==> config.mk <==
export PLATFORM = sky130hd
export DESIGN_NAME = pc_fetch_stage
export DESIGN_NICKNAME = d
export VERILOG_FILES = /design/src/rtl/pc_fetch_stage.sv
export SDC_FILE = /design/constraint.sdc
export NUM_CORES = 1
export LEC_CHECK = 0
export CAP_MARGIN = 10
export CORE_MARGIN = 1.5
export CORE_UTILIZATION = 42
export CTS_CLUSTER_DIAMETER = 150
export CTS_CLUSTER_SIZE = 10
export DETAILED_ROUTE_END_ITERATION = 7
export PLACE_DENSITY = 0.8
export SETUP_SLACK_MARGIN = 0.4
export SYNTH_ARGS = -nofsm -noshare
export SYNTH_HDL_FRONTEND = slang
export SYNTH_SLANG_ARGS = --single-unit
==> constraint.sdc <==
create_clock -name clk -period 3 [get_ports clk]
set_clock_uncertainty 0.05 [all_clocks]
set_input_delay 0.75 -clock clk [delete_from_list [all_inputs] [get_ports clk]]
set_output_delay 0.75 -clock clk [all_outputs]
set_load 0.03 [all_outputs]
==> src/rtl/pc_fetch_stage.sv <==
// Program-counter register stage: holds the fetch address, presents pc+INCR to the
// next-PC mux, and stops on halt or a misaligned target. Optional PC_FETCH_COUNT_EN.
module pc_fetch_stage #(
  parameter int               WIDTH        = 32,
  parameter logic [WIDTH-1:0] RESET_VECTOR = '0,
  parameter int               INCR         = 4
) (
  input  logic             clk,
  input  logic             reset,
  input  logic [WIDTH-1:0] next_pc,
  input  logic             stall,
  input  logic             halt,
  input  logic             fetch_ready,
  output logic [WIDTH-1:0] pc,
  output logic [WIDTH-1:0] pc_plus4,
  output logic             fetch_valid,
  output logic             halted,
  output logic             fault,
  output logic [WIDTH-1:0] fault_addr
`ifdef PC_FETCH_COUNT_EN
  ,
  output logic [31:0]      fetch_count
`endif
);

  typedef enum logic [1:0] {BOOT, FETCH, HALTED, FAULT} state_e;

  state_e           state_q, state_d;
  logic [WIDTH-1:0] pc_q, pc_d;
  logic [WIDTH-1:0] fault_addr_q, fault_addr_d;
  logic             accept;
  logic             load;

  always_ff @(posedge clk or posedge reset) begin
    if (reset) begin
      state_q      <= BOOT;
      pc_q         <= RESET_VECTOR;
      fault_addr_q <= '0;
    end else begin
      state_q      <= state_d;
      pc_q         <= pc_d;
      fault_addr_q <= fault_addr_d;
    end
  end

  // Halt outranks the alignment check; neither is looked at unless the fetch is taken.
  always_comb begin
    state_d      = state_q;
    pc_d         = pc_q;
    fault_addr_d = fault_addr_q;
    load         = 1'b0;
    accept       = (state_q == FETCH) && fetch_ready && !stall;
    case (state_q)
      BOOT: state_d = FETCH;
      FETCH: begin
        if (accept) begin
          if (halt) begin
            state_d = HALTED;
          end else if (next_pc[1:0] != 2'b00) begin
            state_d      = FAULT;
            fault_addr_d = next_pc;
          end else begin
            pc_d = next_pc;
            load = 1'b1;
          end
        end
      end
      default: ;
    endcase
  end

  assign pc          = pc_q;
  assign pc_plus4    = pc_q + WIDTH'(INCR);
  assign fetch_valid = (state_q == FETCH);
  assign halted      = (state_q == HALTED);
  assign fault       = (state_q == FAULT);
  assign fault_addr  = fault_addr_q;

`ifdef PC_FETCH_COUNT_EN
  logic [31:0] cnt_q, cnt_d;

  always_comb begin
    cnt_d = cnt_q;
    if (load) cnt_d = cnt_q + 32'd1;
  end

  always_ff @(posedge clk or posedge reset) begin
    if (reset) cnt_q <= '0;
    else       cnt_q <= cnt_d;
  end

  assign fetch_count = cnt_q;
`endif

endmodule
==> flow_metrics.tcl, run 1 <==
set metrics [dict create \
    gp_congestion 0.836 \
    setup_viol 0 \
    crit_fanout 8 \
    vias_per_cell 4.98 \
    layout.nets 443 \
    drt_pre_antenna_iters 4 \
    grt_max_degree 36 \
    clockPowerShare_pct 28.8 \
    clk_latency_ps 330 \
    rsz0062_at_grt "true" \
    use_met1_pct 26.7 \
    ys_top_cells_by_area "dfrtp_1, mux2_2, xnor2_1" \
    hold_viol 0 \
    startpoint_type "flop" \
    drc 0 \
    fmax_mhz 362 \
    synth_area_um2 3100 \
    required_ps 2200 \
    area_delta_synth_final_pct 68.4 \
    synth_cell_type_count 29 \
    post-dp-hpwl_mm 5.72 \
    vias 2534 \
    dpl_worst_slack_ps 193 \
    seqPwrFrac_pct 41.5 \
    clk_pin_slew_ps 80 \
    min_path_type "flop to flop" \
    antenna_found_initial 0 \
    busiest_layer "met2" \
    dieArea_um2 7900 \
    grtUsageMet2_pct 38.0 \
    hold_depth 1 \
    hold_end "fault_addr[14]" \
    maxSlewViolCount 0 \
    syn_area_per_cell_um2 13.0 \
    die-width_um 88.9 \
    wl_per_cell_um 16.8 \
    mostFrequentLayoutCells "clkdlybuf4s50_1, dfrtp_1, mux2_2" \
    start_util_pct 43.2 \
    netSwitchingPower_w 0.000826 \
    drtAntennaViolNets 0 \
    drive_above_1_share_pct 41.7 \
    netlist_instances 238 \
    p_int_w 0.00172 \
    numPortBuffers 135 \
    final_common_cell "clkdlybuf4s50_1" \
    maxCapViolCount 0 \
    crit_type "flop to primary output" \
    fin_setup_tns_ps 0 \
    cts.path.max_buffers 2 \
    r2r-end "pc[25]" \
    p_comb_share_pct 29.7 \
    swShare_pct 32.4 \
    ir_worst_vdd_v 0.000342 \
    grt_pass1_wl_mm 13.0 \
    routed_wl_mm 8.57 \
    cts_tree "yes" \
    slew_headroom_pct 47.4 \
    ff2ff_path_depth 4 \
    arrival_ps 1960 \
    nFillCells 519 \
    gr-usage-met3_pct 6.90 \
    rows 31 \
    ys_ff_latch 66 \
    min_period_ps 2760 \
    yosysSeqAreaShare_pct 53.3 \
    die_h_um 88.9 \
    grt-ovfl-total 0 \
    clock-sinks 66 \
    cts_max_level 3 \
    grtUsageTotal_pct 22.0 \
    yosys.area.top_type "dfrtp_1" \
    tightestPinTransition_ps 788 \
    cts_buffers 9 \
    top_level_ports 136 \
    core_area_um2 7180 \
    diodes 0 \
    worst-r2r-setup-slack_ps 1190 \
    synth_top_area_share_pct 53.3 \
    ys_warn_count 0 \
    end_kind "primary output" \
    cts_hold_buffers 0 \
    synth_fp_nets 276 \
    worstHoldStart "fault_addr[14]" \
    root_buffer "clkbuf_8" \
    finalCritPeriodShare_pct 92.2 \
    grt_pass1_vias 2507 \
    drtIter0Drc 68 \
    status "finished clean" \
    timing.final.ws_setup_ps 235 \
    powerDensity_nw_per_um2 489 \
    worstReg2RegStart "state_q[1]" \
    p_leak_nw 2.39 \
]
[worst max-delay path by stage]
stage | startpoint | to | cells past startpoint
2_1_floorplan | pc[13] | pc_plus4[17] | 6
3_3_place_gp | pc[5] | pc_plus4[13] | 5
3_5_place_dp | pc[5] | pc_plus4[13] | 5
4_1_cts | pc[13] | pc_plus4[26] | 6
5_1_grt | pc[5] | pc_plus4[16] | 7
6_report | pc[5] | pc_plus4[29] | 7
[through the flow]
stage	std cells	area, um2	total power, W	util (%)	hold slack [ps]
after floorplan	238	3230	0.00146	-	521
after global routing	509	5220	0.00266	72.7	476
after global placement	470	4680	0.00179	65.2	439
after CTS	501	5050	0.00256	70.3	461
final	509	5220	0.00255	72.7	457
after detailed placement	470	4680	0.00180	65.2	445
[state kept, by name, indices dropped and copies added, names as in the netlist]
name,flops
fault_addr,32
state_q,2
pc,32
[synth_stat cells (all sizes together)]
cell type and number:
nand3b 1, nor2 6, clkbuf 1, a21oi 1
a22o 2, o21a 1, mux2 60, ha 1
xnor2 24, nand4 13, inv 4, nor2b 3
nor3b 1, dfrtp 66, nand4b 2, nand2 13
and3 4, and2b 1, o21bai 1, buf 10
nor3 6, and4 3, xor2 4, and2 2
nand3 8
[cell type report]
cell class,count,area (um2),share of cell area (%)
clock inverter,7,70.1,1.34
clock buffer,9,124,2.37
timing repair buffer,167,1640,31.5
tap,99,124,2.37
multi-input combinational,157,1580,30.3
sequential,66,1660,31.8
inverter,4,15.0,0.288
[metal layers]
metal,wire (um),up-vias
li1,-,1186
met1,3480,1236
met2,4340,102
met3,634,10
met4,116,0
met5,0,-
[worst max-delay path, cell delays in order (launching register included)]
cell and delay (ps):
dfrtp_1 370, nand4_1 180, buf_4 210, nor2_4 110
buf_6 160, nand4_1 200, xnor2_2 230, buf_6 160
[power by group through the flow]
stage	clock network (W)	logic [W]	registers, W
floorplan	0	0.000201	0.00126
global placement	0	0.000714	0.00108
detailed placement	0	0.000721	0.00108
CTS	0.000752	0.000752	0.00106
global route	0.000789	0.000797	0.00107
finish	0.000735	0.000757	0.00106
[timing repair]
item,in CTS,in global routing
pin swaps,14,22
setup buffers,15,7
endpoints found under the setup margin,28,24
cloned,0,1
resized for setup,51,26
[logic make-up after synthesis]
group / synth area share (%)
simple gates: 12.3
fa+ha+maj: 0.404
buf+inv: 3.07
flops: 53.3
xor+xnor: 7.92
mux: 21.8
compound gates: 1.21
Note: power is estimated with default switching activity, not from simulation.
==> run 2: changes to the inputs <==
Settings changed: CTS_CLUSTER_SIZE 10 to default, GPL_TIMING_DRIVEN from default to 0.
==> flow_metrics.tcl, run 2 (synthesis gave the netlist of run 1 again) <==
set metrics [dict create \
    status "finished clean" \
    cp.depth 7 \
    clockPowerShare_pct 31.2 \
    cts_max_level 3 \
    cp_common_cell "buf_6" \
    cts_tree "yes" \
    rows 31 \
    grt_pass1_wl_mm 12.5 \
    mostFrequentLayoutCells "clkdlybuf4s50_1, mux2_2, dfrtp_1" \
    gp_congestion 0.857 \
    antenna_found_initial 0 \
    drc 0 \
    final_common_cell "clkdlybuf4s50_1" \
    clk_pin_slew_ps 80 \
    nFillCells 511 \
    setup_viol 0 \
    post-dp-hpwl_mm 5.91 \
    arrival_ps 1930 \
    ff2ff_path_depth 4 \
    critPathTopFamily "simple AND/OR/NAND/NOR gates" \
    fmax_mhz 366 \
    hold_end "fault_addr[5]" \
    p_comb_share_pct 28.3 \
    slowest_delay_ps 370 \
    ir_worst_vdd_v 0.000436 \
    grt_pass1_vias 2521 \
    startpoint_type "flop" \
    numPortBuffers 135 \
    seqPwrFrac_pct 40.5 \
    grt_max_degree 39 \
    hold_depth 1 \
    cp_slowest_cell "dfrtp_2" \
    grtUsageTotal_pct 21.2 \
    whs_ps 457 \
    maxCapViolCount 0 \
    netSwitchingPower_w 0.000824 \
    root_buffer "clkbuf_8" \
    wl_per_cell_um 16.3 \
    powerDensity_nw_per_um2 500 \
    cts.path.max_buffers 2 \
    diodes 0 \
    dieArea_um2 7900 \
    end_kind "primary output" \
    top_level_ports 136 \
    die_h_um 88.9 \
    die-width_um 88.9 \
    drtIter0Drc 43 \
    vias 2562 \
    cp.buffers_inverters 3 \
    layout.nets 450 \
    required_ps 2200 \
    clock-sinks 66 \
    start_util_pct 43.2 \
    worstHoldStart "fault_addr[5]" \
    tightestPinTransition_ps 814 \
    swShare_pct 31.3 \
    drtAntennaViolNets 0 \
    place_area_um2 4730 \
    hold_viol 0 \
    slew_headroom_pct 45.7 \
    crit_path_cell_trace "and4_4 -> and4_4 -> buf_6 -> buf_6 -> nand4_1 -> xnor2_4 -> buf_6" \
    worstReg2RegStart "state_q[1]" \
    rsz0062_at_grt "true" \
    r2r-end "pc[16]" \
    crit_path_start "pc[10]" \
    min_period_ps 2730 \
    grt-ovfl-total 0 \
    cts_buffers 9 \
    finalCritPeriodShare_pct 91.1 \
    core_area_um2 7180 \
    area_delta_synth_final_pct 69.7 \
    drive_above_1_share_pct 42.9 \
    maxSlewViolCount 0 \
    crit_fanout 6 \
    drt_pre_antenna_iters 4 \
    vias_per_cell 4.97 \
    worst-r2r-setup-slack_ps 1080 \
    p_int_w 0.00181 \
    clk_latency_ps 340 \
    crit_type "flop to primary output" \
    min_path_type "flop to flop" \
    p_leak_nw 2.45 \
    design_area_um2 5260 \
    routed_wl_mm 8.43 \
]
run 2: cell count changes in the layout (fill, tap and decap cells not counted), moves of 2 or more:
cell	delta
dfrtp_2	+5
buf_4	+4
nand3_4	-3
buf_6	+4
dfrtp_1	-5
nand3_2	+2
buf_2	+2
dlygate4sd2_1	-2
run 2: worst register-to-register path: stages, from the launching register on:
cell	delay (ps)
dfrtp_1	460
nor3_4	310
nor3b_4	420
buf_6	220
mux2_2	350
run 2: metrics by stage:
stage          std cells  setup WS (ps)  utilization [%]  TNS [ps]  power (W)
2_1_floorplan        238            317                -         0    0.00146
3_3_place_gp         472           -786             65.6    -40780    0.00179
3_5_place_dp         473           -278             65.9     -2660    0.00181
4_1_cts              505            212             71.2         0    0.00264
5_1_grt              516            204             73.3         0    0.00273
6_report             516            267             73.3         0    0.00263
run 2: routing by layer:
| metal | vias to the layer above | track usage [%] | share of wire (%) | wire, um |
|---|---|---|---|---|
| met5 | - | 0 | 0 | 0 |
| met4 | 0 | 7.81 | 1.1 | 91 |
| met3 | 11 | 5.69 | 6.4 | 537 |
| met2 | 105 | 36.2 | 51 | 4310 |
| met1 | 1257 | 25.7 | 41 | 3490 |
| li1 | 1189 | - | - | - |
run 2: how the worst max path moves through the flow:
| stage | endpoint | slack, ps |
|---|---|---|
| after global routing | pc_plus4[29] | 200 |
| final | pc_plus4[26] | 270 |
| after detailed placement | pc_plus4[26] | -280 |
| after CTS | pc_plus4[26] | 210 |
| after global placement | pc[12] | -790 |
| after floorplan | pc_plus4[17] | 320 |
run 2: power by group through the flow:
stage          Sequential [W]  Clock [W]  Combinational [W]
2_1_floorplan         0.00126          0           0.000201
3_5_place_dp          0.00109          0           0.000723
4_1_cts               0.00106   0.000834           0.000738
3_3_place_gp          0.00108          0           0.000712
5_1_grt               0.00108   0.000870           0.000784
6_report              0.00106   0.000820           0.000745
run 2: repair_timing:
item | CTS | global route
resized for setup | 174 | 25
endpoints found under the setup margin | 28 | 26
hold buffers | 0 | 0
gates cloned | 1 | 0
pin swaps | 15 | 12
hold endpoints to repair | 0 | 0
buffers inserted | 15 | 11
run 2: area by class of cell:
cell class	count	area (um2)	area share [%]
sequential	66	1670	31.7
buffer	11	93.8	1.79
tap	99	124	2.36
clock buffer	9	124	2.36
inverter	4	15.0	0.286
timing repair buffer	163	1590	30.2
clock inverter	7	93.8	1.79
multi-input combinational	157	1550	29.5
